`src/rtl/instr_fetch_decode.sv`:
```
// instr_fetch_decode: fetch/decode stage.
// Holds the PC, fetches words over a req/ack handshake, latches them into an
// instruction register and exposes the MIPS-style field slices.
// Optional feature macro: IFD_TIMEOUT_EN adds a fetch watchdog that raises a
// sticky fetch_err and re-issues a fetch that sees no ack for TIMEOUT cycles.
module instr_fetch_decode #(
  parameter logic [31:0] PC_RESET = 32'h0000_0000
`ifdef IFD_TIMEOUT_EN
  ,
  parameter int TIMEOUT = 15
`endif
) (
  input  logic        clk,
  input  logic        rst_n,
  output logic        imem_req,
  output logic [31:0] imem_addr,
  input  logic [31:0] imem_rdata,
  input  logic        imem_ack,
  input  logic        stall,
  input  logic        branch_en,
  input  logic [31:0] branch_target,
  output logic        valid,
  output logic [31:0] instr,
  output logic [31:0] pc_out,
  output logic [5:0]  opcode,
  output logic [4:0]  rs,
  output logic [4:0]  rt,
  output logic [4:0]  rd,
  output logic [4:0]  shamt,
  output logic [5:0]  funct,
  output logic [15:0] imm16,
  output logic [25:0] jaddr,
  output logic        fetch_err
);

  typedef enum logic [1:0] {IDLE, FETCH, HOLD} state_t;

  state_t      state, state_n;
  logic [31:0] pc;
  logic        unused_tgt_lsb;

  // Redirect targets are always word aligned; the low bits are dropped.
  assign unused_tgt_lsb = ^branch_target[1:0];

  // State register.
  always_ff @(posedge clk) begin
    if (!rst_n) state <= IDLE;
    else        state <= state_n;
  end

  // Next-state: a branch in any active state restarts the fetch at the target.
  always_comb begin
    state_n = state;
    case (state)
      IDLE:    state_n = FETCH;
      FETCH:   if (branch_en) state_n = FETCH;
               else if (imem_ack) state_n = HOLD;
      HOLD:    if (branch_en || !stall) state_n = FETCH;
      default: state_n = IDLE;
    endcase
  end

  assign imem_req  = (state == FETCH);
  assign valid     = (state == HOLD);
  assign imem_addr = pc;

  // PC update and instruction capture; a word acked alongside a branch is dropped.
  always_ff @(posedge clk) begin
    if (!rst_n) begin
      pc     <= PC_RESET;
      instr  <= 32'h0;
      pc_out <= 32'h0;
    end else begin
      if (state != IDLE && branch_en)
        pc <= {branch_target[31:2], 2'b00};
      else if (state == HOLD && !stall)
        pc <= pc + 32'd4;
      if (state == FETCH && imem_ack && !branch_en) begin
        instr  <= imem_rdata;
        pc_out <= pc;
      end
    end
  end

  assign opcode = instr[31:26];
  assign rs     = instr[25:21];
  assign rt     = instr[20:16];
  assign rd     = instr[15:11];
  assign shamt  = instr[10:6];
  assign funct  = instr[5:0];
  assign imm16  = instr[15:0];
  assign jaddr  = instr[25:0];

`ifdef IFD_TIMEOUT_EN
  localparam int CNT_W = $clog2(TIMEOUT + 1);
  logic [CNT_W-1:0] wd_cnt;
  logic             err;

  // Watchdog: counts consecutive unacked FETCH cycles; expiry flags and re-arms.
  always_ff @(posedge clk) begin
    if (!rst_n) begin
      wd_cnt <= '0;
      err    <= 1'b0;
    end else if (state != FETCH || branch_en || imem_ack) begin
      wd_cnt <= '0;
    end else if (wd_cnt == CNT_W'(TIMEOUT - 1)) begin
      wd_cnt <= '0;
      err    <= 1'b1;
    end else begin
      wd_cnt <= wd_cnt + 1'b1;
    end
  end

  assign fetch_err = err;
`else
  assign fetch_err = 1'b0;
`endif

endmodule

```
`config.mk`:
```
export PLATFORM = sky130hd
export DESIGN_NAME = instr_fetch_decode
export DESIGN_NICKNAME = d
export VERILOG_FILES = /design/src/rtl/instr_fetch_decode.sv
export SDC_FILE = /design/constraint.sdc
export NUM_CORES = 1
export LEC_CHECK = 0
export ABC_AREA = 1
export CAP_MARGIN = 20
export CORE_MARGIN = 2
export CORE_UTILIZATION = 38
export DETAILED_ROUTE_END_ITERATION = 8
export GPL_TIMING_DRIVEN = 0
export PLACE_DENSITY = 0.84
export SYNTH_ARGS = -nofsm -noshare
export SYNTH_HDL_FRONTEND = slang
export SYNTH_SLANG_ARGS = --single-unit
```
`constraint.sdc`:
```
create_clock -name clk -period 1.4 [get_ports clk]
set_clock_uncertainty 0.1 [all_clocks]
set_input_delay 0.42 -clock clk [delete_from_list [all_inputs] [get_ports clk]]
set_output_delay 0.42 -clock clk [all_outputs]
set_load 0.01 [all_outputs]
```
* Yosys cells after proc, flatten, opt, wreduce, memory -nomap -nowiden
Index checks and enable logic that the tools add are counted.
Storage, ports and cells: flip-flop bits (word level) 98, word-level logic and storage cells 29
Operators by class: add/sub/neg operators 1, eq/ne operators 4, mux-type cells 6, bitwise gates (word level) 1, reductions and logical operators 12
Operators with widths (number):
- two-way mux 32 bit | 2
- adder 32 x 3 -> 32 bit, second input constant | 1
- two-way mux 2 bit | 3
- case mux 2 bit (3 select lines) | 1
- logical AND 1 bit | 4
- nonzero test 2 bit | 2
- inequality test 3 x 1 -> 1 bit, second input constant | 1
- equality test 2 x 1 -> 1 bit, second input constant | 1
- equality test 2 bit, second input constant | 1
- zero test 1 bit | 2
- zero test 2 bit | 1
- inequality test 2 x 1 -> 1 bit, second input constant | 1
- AND reduction 2 bit | 1
- OR reduction 2 bit | 1
- logical OR 1 bit | 1
- inverter 1 bit | 1

* Depth between registers and ports, before layout
Gate-level depths: netlist (run 1).
depth in word-level cells 4, depth in mapped cells 11, gate-level depth less buffers 11

* Least setup slack after synthesis (run 1)
No wires, ideal clock.
kind flip-flop to flip-flop, start point register pc[3], in the netlist imem_addr[3], end point register pc[20], in the netlist imem_addr[20], arrival time 1387 ps, data required time 1168 ps, setup slack -219 ps, cell stages (with the launch flop) 11, path buffers 0, cell sequence dfxtp_1 > ha_1 > nand2_2 > nor2_2 > nand2_2 > nor2_4 > nand2_1 > nand2_1 > nand3_1 > nand2_1 > a21oi_1
On the way: cells in the longest elaborated chain, start to end 3
RTL lines:
- start: declaration | RTL line 39 | logic [31:0] pc;
- start signal: assignment | RTL line 75 | pc <= {branch_target[31:2], 2'b00};
- start signal: assignment | RTL line 77 | pc <= pc + 32'd4;
- adder 32 x 3 -> 32 bit | RTL line 77
- two-way mux 32 bit | RTL line 76 | else if (state == HOLD && !stall)
- two-way mux 32 bit | RTL line 74 | if (state != IDLE && branch_en)
No other way between the ends. The select of a mux whose other input is x is not followed. A chain may end at the register's enable or synchronous reset.

* Final worst setup path (run 1)
start point register pc[2], in the netlist imem_addr[2], end point register pc[15], in the netlist imem_addr[15]
The elaborated chain is that of the path after synthesis.

==> flow_summary.json, run 1 <==
{
  "drc_errors": 0,
  "clockPowerShare_pct": 29.6,
  "grt_pass1_wl_um": 29600,
  "track_usage_pct": 26.1,
  "dp_hpwl_um": 13400,
  "final_common_cell": "buf_6",
  "maxCapViolCount": 0,
  "cts-buffers-inserted": 9,
  "hold_viol": 0,
  "post-place-ws_ns": -0.853,
  "clk-insertion-delay-late_ns": 0.35,
  "finalNetCount": 1154,
  "viasPerCell": 5.31,
  "crit_buf_inv": 2,
  "crit_chain": "inv_1, nor2_4, nand2_2, nor2_4, nand2_1, nand3_1, nand3_1, nand2_1, inv_1",
  "drt.antenna.violating_nets": 0,
  "sequentialPowerShare_pct": 40.0,
  "synthCells": 745,
  "first_global_vias": 5770,
  "p_comb_share_pct": 30.4,
  "cp_top_family": "simple AND/OR/NAND/NOR gates",
  "wl_per_cell_um": 18.9,
  "cts_max_level": 3,
  "ys_seq_area_share_pct": 36.7,
  "drive_gt1_share_pct": 57.6,
  "diodes": 0,
  "root_buffer": "clkbuf_16",
  "cpPeakStageDelay_ns": 0.36,
  "rsz0062_at_grt": "yes",
  "critPathLaunchType": "flip-flop",
  "power_mw": 7.56,
  "hp-class": "flip-flop to flip-flop",
  "initialDrtViolationCount": 603,
  "ios": 242,
  "outcome": "complete, but fails checks",
  "maxSlewHeadroom_pct": 49.1,
  "report.final.slew_viol_count": 0,
  "synth_top_area_share_pct": 36.7,
  "clock_tree.buffer_depth": 2,
  "core_area_um2": 13200,
  "dpl-instance-area_um2": 7750,
  "syn_area_um2": 5130,
  "postLayoutCellArea_um2": 10200,
  "fin_crit_sh_pct": 126,
  "numPortBuffers": 233,
  "period_minus_slack_ns": 1.76,
  "power_density_nw_per_um2": 745,
  "crit_required_ns": 1.55,
  "fmax_ghz": 0.567,
  "antenna_found_initial": 0,
  "final_cell_mix": "buf_6, nand2_1, buf_4",
  "synth_warnings": 0,
  "synth_top_area_cell": "dfxtp_1",
  "tns_ns": -13.09,
  "cp_slowest_cell": "dfxtp_4",
  "totalWireLength_um": 23800,
  "violations": "setup timing",
  "tightest_slew_ns": 0.763,
  "syn_to_final_growth_pct": 97.8,
  "fp.dieW_um": 120,
  "ir_worst_vdd_v": 0.000587,
  "cp-end-kind": "flip-flop",
  "leakage_nw": 4.51,
  "intPower_mw": 5.27,
  "num_rows": 42,
  "cts.sinks": 94,
  "yosys_register_bits": 94,
  "avgSynthCellArea_um2": 6.89,
  "cp.arrival_ns": 1.91,
  "grt-ovfl-total": 0,
  "vias": 6717,
  "swShare_pct": 30.3,
  "ctsHoldBuffers": 0,
  "clkTransAtPathRegs_ns": 0.07,
  "firstDrtPassIters": 5,
  "yosys-top-cells-area": "dfxtp_1, buf_4, nor2_1, nand2_1, o21ai_0",
  "grt_max_degree": 15,
  "crit_fanout": 7,
  "p_sw_mw": 2.29,
  "die-area_um2": 14500,
  "place_congestion": 0.973,
  "initial_utilization_pct": 38.9,
  "critPathKind": "flip-flop to flip-flop",
  "cts_tree": "done",
  "ys_types": 36,
  "setup_ws_ns": -0.363,
  "final-setup-viol-count": 167,
  "fp.dieH_um": 120
}
[worst reg2reg max path: cells and delay by family, from the launching register on]
kind,cells,cell delay (ns)
DFF,1,0.36
and+or+nand+nor,7,1.00
buffers and inverters,2,0.21
[area by class of cell]
type | instances | area [µm²]
multi-input cells | 488 | 2980
repair buffers | 329 | 3190
well taps | 176 | 220
inverters | 55 | 234
fillers | 799 | 3040
flip-flops and latches | 94 | 2110
plain buffers | 107 | 1170
clock buffers | 11 | 233
clock inverters | 4 | 23.8
[cells in the mapped netlist (all sizes together)]
| library cell | count |
|---|---|
| and2 | 2 |
| a21oi | 32 |
| inv | 55 |
| o21ai | 79 |
| a31oi | 4 |
| nand3b | 1 |
| clkbuf | 14 |
| dfxtp | 94 |
| a22oi | 1 |
| conb | 1 |
| nor2 | 153 |
| o22ai | 1 |
| o21a | 1 |
| nand3 | 45 |
| nor3 | 8 |
| o211ai | 6 |
| nand2 | 140 |
| nand4 | 4 |
| ha | 1 |
| buf | 98 |
| xor2 | 1 |
| o21bai | 1 |
| a211oi | 3 |
[stage by stage]
stage	utilization, %	cells	hold slack [ns]
2_1_floorplan	-	749	0.408
3_3_place_gp	58.7	1158	0.361
6_report	77.0	1264	0.380
5_1_grt	77.0	1264	0.393
3_5_place_dp	58.7	1158	0.370
4_1_cts	67.2	1223	0.379
[final timing paths]
kind / from / endpoint / slack, ns / cells after the start
setup / recovery: imem_addr[2] / imem_addr[15] / -0.36 / 9
hold / removal: pc_out[9] / pc_out[9] / 0.38 / 2
setup reg to reg: imem_addr[2] / imem_addr[15] / -0.36 / 9
hold reg to reg: pc_out[9] / pc_out[9] / 0.38 / 2
[sequential cells by signal (all words and copies together), names as in the netlist]
name and flops:
imem_addr 30, pc_out 30, state 2, instr 32
[cell families after synthesis]
group	after synthesis	synth area share, %
flip-flops	94	36.7
AO/OA/AOI/OAI	128	13.4
AND/OR/NAND/NOR	353	30.4
adder cells (fa/ha/maj)	1	0.244
buffers and inverters	167	19.1
other	1	0.0731
XOR/XNOR	1	0.171
[repair_timing]
item	CTS	global route
pin swaps	24	91
gates cloned	4	8
setup buffers	47	43
resized for setup	1026	288
setup endpoints to repair	261	203
[layer usage]
metal	vias up	track usage (%)	part of all wire [%]
met5	-	0	0
met4	0	11.9	5.8
met3	130	6.37	8.2
met2	461	46.2	51
met1	3124	29.7	35
li1	3002	-	-
[power groups by stage]
| stage | Sequential (mW) | Combinational, mW | Clock [mW] |
|---|---|---|---|
| after floorplan | 3.08 | 0.703 | 0 |
| after global placement | 3.05 | 1.59 | 0 |
| after detailed placement | 3.05 | 1.62 | 0 |
| after CTS | 2.98 | 1.84 | 2.25 |
| after global routing | 3.04 | 2.41 | 2.34 |
| final | 3.03 | 2.30 | 2.24 |
No activity file was read; power rests on OpenSTA's default activity.
==> run 2, diff against run 1 <==
- CAP_MARGIN: 20 -> unset
- CELL_PAD_IN_SITES_DETAIL_PLACEMENT: unset -> 0
- CELL_PAD_IN_SITES_GLOBAL_PLACEMENT: unset -> 1
- CORE_UTILIZATION: 38 -> 25
- PLACE_DENSITY: 0.84 -> 0.82
- clock period: 1.4 -> 1.55 ns (I/O delays scaled with it)
==> run 2 against run 1 <==
Against the previous run:
- the flow still finishes with violations (setup timing)
- via count is 13% lower
- worst setup slack better by 0.18 ns
- total power is 12% lower
- wire length is 16% lower
- non-clock buffer count is 28 lower
- die area is 50% higher
- global-route usage is 8.4 points lower
- worst hold slack better by 0.00091 ns
- largest power group unchanged
- clock-buffer cell count is 2 lower
- flip-flop and latch count stayed put
==> flow_summary.json, run 2 (synthesis gave the netlist of run 1 again) <==
{
  "postLayoutCellArea_um2": 9070,
  "maxSlewHeadroom_pct": 54.3,
  "drt.antenna.violating_nets": 0,
  "totalWireLength_um": 20100,
  "regMostFlops": "instr",
  "multiInputGateArea_um2": 2660,
  "die-area_um2": 21700,
  "num_rows": 52,
  "clk-insertion-delay-late_ns": 0.35,
  "antenna_found_initial": 0,
  "cpPeakStageDelay_ns": 0.35,
  "leakage_nw": 4.12,
  "cpMostUsedCell": "buf_6",
  "outcome": "complete, but fails checks",
  "fp.dieW_um": 147,
  "diodes": 0,
  "cts_max_level": 3,
  "hp-class": "flip-flop to flip-flop",
  "clock_tree.buffer_depth": 2,
  "violations": "setup timing",
  "clkTransAtPathRegs_ns": 0.07,
  "crit_chain": "buf_6, inv_4, nand2_4, buf_4, inv_2, buf_6",
  "syn_to_final_growth_pct": 76.6,
  "seqCellArea_um2": 2040,
  "cp-end-kind": "output port",
  "report.final.slew_viol_count": 0,
  "cp_slowest_cell": "dfxtp_4",
  "grt-ovfl-total": 0,
  "cts.sinks": 94,
  "dpl-instance-area_um2": 7820,
  "wl_per_cell_um": 15.1,
  "nFillCells": 2016,
  "core_area_um2": 20200,
  "initial_utilization_pct": 25.4,
  "final_cell_mix": "nor2_1, nand2_1, buf_4",
  "dr.max_layer_used": "met4",
  "cp-startpoint": "state[0]",
  "critPathLaunchType": "flip-flop",
  "grt_max_degree": 16,
  "crit_required_ns": 0.98,
  "power_density_nw_per_um2": 735,
  "period_minus_slack_ns": 1.74,
  "fin_crit_sh_pct": 112,
  "wl_met1_um": 8570,
  "hold_viol": 0,
  "track_usage_pct": 17.8,
  "cp.arrival_ns": 1.17,
  "tns_ns": -4.26,
  "grt_pass1_wl_um": 30100,
  "crit_fanout": 3,
  "vias": 5819,
  "final_common_cell": "nor2_1",
  "rsz0062_at_grt": "yes",
  "numPortBuffers": 233,
  "place_congestion": 0.891,
  "rr_startpoint": "state[0]",
  "final-setup-viol-count": 38,
  "fmax_ghz": 0.575,
  "cts_tree": "done",
  "dr_wl_met2_um": 9980,
  "hold_path_startpoint": "pc_out[10]",
  "dp_hpwl_um": 14600,
  "finalNetCount": 1126,
  "viasPerCell": 4.38,
  "drive_gt1_share_pct": 46.3,
  "cts-buffers-inserted": 9,
  "fp.dieH_um": 147,
  "wl_met3_um": 1190,
  "tightest_slew_ns": 0.685,
  "ios": 242,
  "maxCapViolCount": 0,
  "ir_worst_vdd_v": 0.000521,
  "setup_ws_ns": -0.188,
  "critPathKind": "flip-flop to output port",
  "first_global_vias": 5427,
  "drc_errors": 0,
  "initialDrtViolationCount": 183,
  "largest_reg_flops": 32,
  "hold_slack_ns": 0.381,
  "power_mw": 6.67,
  "root_buffer": "clkbuf_16",
  "firstDrtPassIters": 4
}
## run 2: changes by cell type in the layout (fill, tap and decap cells not counted), moves of 21 or more
cell / before / now
buf_4: 75 / 103
clkdlybuf4s15_1: 1 / 22
nor2_4: 46 / 20
buf_6: 200 / 64
nor2_2: 36 / 10
o21ai_2: 32 / 10
clkbuf_2: 3 / 33
nor2_1: 71 / 123
## run 2: critical path: cells and delay by family, from the launching register on
family / cells / cell delay (ns)
DFF: 1 / 0.35
buffers and inverters: 5 / 0.42
and+or+nand+nor: 1 / 0.04
## run 2: worst paths after layout
kind                            depth (start not counted)  slack, ns           end
worst max-delay path                                    6      -0.19         valid
worst min-delay path                                    2       0.38    pc_out[10]
worst max register to register                         12      -0.18  imem_addr[6]
worst min register to register                          2       0.38    pc_out[10]
## run 2: per-stage QoR
stage / util, % / cells / setup slack [ns]
after detailed placement: 38.8 / 1252 / -0.878
after global placement: 38.8 / 1252 / -0.860
after global routing: 45.0 / 1329 / -0.248
final: 45.0 / 1329 / -0.188
after floorplan: - / 749 / 0.0315
after CTS: 43.5 / 1316 / -0.197
## run 2: area by class of cell
class / count / area share (%)
Multi-Input combinational cell: 488 / 29.3
Tap cell: 270 / 3.73
Buffer: 107 / 9.45
Clock buffer: 9 / 2.48
Sequential cell: 94 / 22.6
Clock inverter: 5 / 0.662
Timing Repair Buffer: 301 / 29.2
Inverter: 55 / 2.61
## run 2: per-layer routing
layer  GRT usage, %  vias up
li1               -     2930
met1           21.9     2674
met2           31.3      193
met3           4.47       22
met4           3.89        0
met5              0        -
## run 2: timing repair
action,CTS,global route
hold buffers,0,0
buffers inserted,46,19
cloned,6,0
pin swaps,37,30
resized for setup,724,182
endpoints found under the setup margin,261,156
hold endpoints to repair,0,0
## run 2: report_power, final
part           total [mW]  switching (mW)  leakage (nW)  internal (mW)
Combinational        1.76           0.797          3.18          0.960
Sequential           2.70           0.160         0.804           2.54
Clock                2.21           0.974         0.138           1.24
==> run 3, diff against run 2 <==
- CAP_MARGIN: unset -> 40
- CORE_UTILIZATION: 25 -> 39
- DONT_BUFFER_PORTS: unset -> 1
- PLACE_DENSITY: 0.82 -> unset
- PLACE_DENSITY_LB_ADDON: unset -> 0.1
==> run 3 against run 2 <==
Against the previous run:
- the flow still finishes with violations (setup timing)
- die area decreased by 35%
- fmax increased by 7.8%
- clock-buffer cell count increased by 2
- sequential share of layout area increased by 8.0 points
- total power decreased by 10%
- clock power about the same
- largest cell class is now multi-input gates
==> flow_summary.json, run 3 (synthesis gave the netlist of run 1 again) <==
{
  "ir_worst_vdd_v": 0.000595,
  "maxSlewHeadroom_pct": 56.9,
  "ff2ff_setup_slack_ns": -0.06,
  "critPathKind": "flip-flop to flip-flop",
  "cp.arrival_ns": 1.72,
  "largest_reg_flops": 32,
  "crit_fanout": 5,
  "cts_tree": "done",
  "crit_required_ns": 1.65,
  "grt_max_degree": 16,
  "syn_to_final_growth_pct": 27.6,
  "ios": 242,
  "report.final.slew_viol_count": 0,
  "violations": "setup timing",
  "initialDrtViolationCount": 293,
  "grt-ovfl-total": 0,
  "crit_buf_inv": 0,
  "fmax_ghz": 0.620,
  "clockPowerShare_pct": 37.4,
  "cpMostUsedCell": "nand2_1",
  "diodes": 0,
  "nFillCells": 1283,
  "drive_gt1_share_pct": 36.1,
  "cts_max_level": 3,
  "finalNetCount": 865,
  "place_congestion": 0.893,
  "cts.sinks": 94,
  "critPathLaunchType": "flip-flop",
  "first_global_vias": 4593,
  "final-setup-viol-count": 17,
  "num_rows": 41,
  "maxCapViolCount": 0,
  "sequentialPowerShare_pct": 46.7,
  "drc_errors": 0,
  "tns_ns": -0.506,
  "die-area_um2": 14100,
  "viasPerCell": 5.03,
  "stdcell_count": 972,
  "setup_ws_ns": -0.0622,
  "wl_per_cell_um": 17.5,
  "p_comb_share_pct": 15.9,
  "totalWireLength_um": 17000,
  "track_usage_pct": 23.0,
  "crit_chain": "ha_4, nand2_4, nor2_4, nand2_4, nor2_4, nand2_1, nand2_1, nand3_2, nand2_1, a21oi_1",
  "postLayoutCellArea_um2": 6550,
  "root_buffer": "clkbuf_16",
  "fin_crit_sh_pct": 104,
  "fin_util_pct": 51.5,
  "fp.dieW_um": 119,
  "clock_tree.buffer_depth": 2,
  "regMostFlops": "instr",
  "power_density_nw_per_um2": 916,
  "cpPeakStageDelay_ns": 0.40,
  "drt.antenna.violating_nets": 0,
  "dpl-instance-area_um2": 5370,
  "hp-class": "input pin to flip-flop",
  "fp.dieH_um": 119,
  "firstDrtPassIters": 5,
  "swShare_pct": 28.7,
  "tightest_slew_ns": 0.646,
  "hold_slack_ns": 0.169,
  "clk-insertion-delay-late_ns": 0.34,
  "grt_pass1_wl_um": 25300,
  "clkTransAtPathRegs_ns": 0.06,
  "placed_cells_incl_taps": 921,
  "p_sw_mw": 1.72,
  "initial_utilization_pct": 40.3,
  "rsz0062_at_grt": "yes",
  "vias": 4893,
  "final_cell_mix": "nor2_1, nand2_1, buf_4",
  "cts-buffers-inserted": 9,
  "power_mw": 6.00,
  "hold_viol": 0,
  "intPower_mw": 4.28,
  "numPortBuffers": 0,
  "cp-end-kind": "flip-flop",
  "antenna_found_initial": 0,
  "final_common_cell": "nor2_1",
  "cp_top_family": "simple AND/OR/NAND/NOR gates",
  "cp_slowest_cell": "dfxtp_4",
  "leakage_nw": 2.76,
  "outcome": "complete, but fails checks",
  "post-place-ws_ns": -0.462,
  "core_area_um2": 12700,
  "dp_hpwl_um": 12700,
  "period_minus_slack_ns": 1.61
}
-- run 3: what timing repair did --
item                                    in CTS  in global routing
setup buffers                               17                 16
pin swaps                                   15                 30
cloned                                       0                  3
endpoints found under the setup margin      82                114
hold buffers                                 0                  0
gates resized for setup                     97                108
-- run 3: worst paths after layout --
kind / startpoint / endpoint / cells past startpoint
max: imem_addr[3] / imem_addr[24] / 10
min: imem_rdata[3] / instr[3] / 2
max reg2reg: imem_addr[3] / imem_addr[24] / 10
min reg2reg: imem_addr[25] / imem_addr[25] / 2
-- run 3: power by group through the flow --
stage,clock [mW],combinational (mW),sequential (mW)
floorplan,0,0.633,2.78
global placement,0,0.776,2.84
detailed placement,0,0.782,2.85
CTS,2.31,0.836,2.80
global route,2.41,1.04,2.83
finish,2.24,0.956,2.80
-- run 3: cell type report --
class | instances | area (µm²) | share of cell area (%)
inverters | 55 | 240 | 3.67
clock inverters | 5 | 58.8 | 0.898
clock buffers | 11 | 243 | 3.71
multi-input cells | 488 | 2570 | 39.3
well taps | 172 | 215 | 3.29
repair buffers | 35 | 368 | 5.62
flip-flops and latches | 94 | 2000 | 30.5
plain buffers | 112 | 850 | 13.0
-- run 3: metal layers --
| metal | routed length (µm) | GRT usage, % | vias to the layer above | part of all wire [%] |
|---|---|---|---|---|
| met5 | 0 | 0 | - | 0 |
| met4 | 142 | 6.77 | 0 | 0.83 |
| met3 | 1400 | 6.52 | 14 | 8.2 |
| met2 | 8650 | 39.5 | 186 | 51 |
| met1 | 6860 | 27.9 | 2285 | 40 |
| li1 | - | - | 2408 | - |
==> RTL change: new RTL, flow settings as in run 2 <==
Build with the macro `IFD_TIMEOUT_EN` defined.
--- a/src/rtl/instr_fetch_decode.sv
+++ b/src/rtl/instr_fetch_decode.sv
@@ -5,2 +5,4 @@
 // sticky fetch_err and re-issues a fetch that sees no ack for TIMEOUT cycles.
+`define IFD_TIMEOUT_EN
+
 module instr_fetch_decode #(
Function: same outputs for any inputs over 10 cycles, from zero or initial values and one cycle with rst_n low; that may be too few to reach the edited logic, so the function may still have changed.
==> RTL change against run 2 <==
- cell area down 1.3%
- power is 2.0% higher
- largest cell class unchanged
- combinational power down 18%
- largest power group unchanged
- synthesized area increased by 0.68%
- final cell count shrank 0.68%
- worst setup slack improved by 97 ps
- the run still ends with setup timing left
- global-route usage rose by 0.16 points
- sequential cell count increased by 5
- count of clock-buffer cells in the layout unchanged
- critical path type unchanged
- wire length up 0.51%
- synthesized cell count is 1.2% higher
==> RTL change: results (changes against run 2) <==
dp.cells: 1262  # +0.80%
grt_usage_pct: 17.9  # +0.16 points
outcome: "finished with violations"
crit_family: "flip-flops"
max_stage_delay_ps: 410  # +60 ps
vdd_drop_max_uv: 504  # -3.3%
synth-compound-area-share_pct: 13.1  # -0.28 points
path_max_fanout: 5  # +2
crit_arrival_ps: 1080  # -90 ps
yosysUniqueCellTypes: 32  # -11%
drt-met1-wl_um: 8770  # +2.4%
violations: "setup timing"
place_worst_setup_slack_ps: -871  # +6.64 ps
timing.final.ws_setup_ps: -91.0  # +97.2 ps
nNonClkBuffers: 387  # -5.1%
drt_wl_total_um: 20200  # +0.51%
multi_input_cells: 492  # +0.82%
use_met3_pct: 4.23  # -0.24 points
multi_input_area_mm2: 0.00256  # -3.5%
reg2reg_depth: 9  # -3
ys_seq_area_share_pct: 38.4  # +1.7 points
first_iter_violations: 304  # +66%
r2r-start: "imem_addr[2]"
grt_pass1_vias: 5211  # -4.0%
io_buffers: 235  # +0.86%
synthToLayoutAreaGrowth_pct: 73.2
clk_share_pct: 3.70  # +0.56 points
dr.pass1.iters: 6  # +2
setup_viol: 12  # -68%
p_seq_mw: 2.78  # +3%
nFlopsAndLatches: 99  # +5.3%
dr_wl_met2_um: 9670  # -3.2%
synthAdderAreaFrac_pct: 0.726  # +0.48 points
synth.area.top_cells: "dfxtp_1, buf_4, nor2_1"
p_leak_nw: 4.07  # -1.2%
grt_max_degree: 19  # +3
grt_pass1_wl_um: 29900  # -0.92%
buf_share_pct: 36.9  # -1.7 points
dp_hpwl_um: 15100  # +2.9%
switchingPower_mw: 1.92  # -0.55%
drive_gt1_share_pct: 44.6  # -1.7 points
synthCells: 754  # +1.2%
fillers: 2098  # +4.1%
grt_use_met1_pct: 22.6  # +0.71 points
r2r_end: "imem_addr[21]"
seq_share_pct: 24.4  # +1.8 points
synthTopCellsByCount: "nor2_1, nand2_1, dfxtp_1"
use_met2_pct: 30.1  # -1.1 points
setup_tns_ps: -517  # +3750 ps
==> RTL change: kinds of logic after synthesis <==
| group | Yosys count |
|---|---|
| xor+xnor | 3 |
| compound gates | 129 |
| fa+ha+maj | 3 |
| simple gates | 353 |
| other cells | 1 |
| flops | 99 |
| buf+inv | 166 |
==> RTL change: worst min path at each step <==
stage	startpoint	endpoint	slack, ps	depth (start not counted)
3_3_place_gp	fetch_err	fetch_err	340	2
6_report	fetch_err	fetch_err	370	2
5_1_grt	imem_addr[31]	imem_addr[31]	400	2
2_1_floorplan	wd_cnt[0]	wd_cnt[0]	330	1
4_1_cts	fetch_err	fetch_err	370	2
3_5_place_dp	fetch_err	fetch_err	360	2
==> RTL change: timing repair <==
item / CTS / global route
gates resized for setup: 757 / 210
endpoints found under the setup margin: 268 / 195
buffers inserted: 37 / 12
gates cloned: 0 / 1
pin swaps: 13 / 31
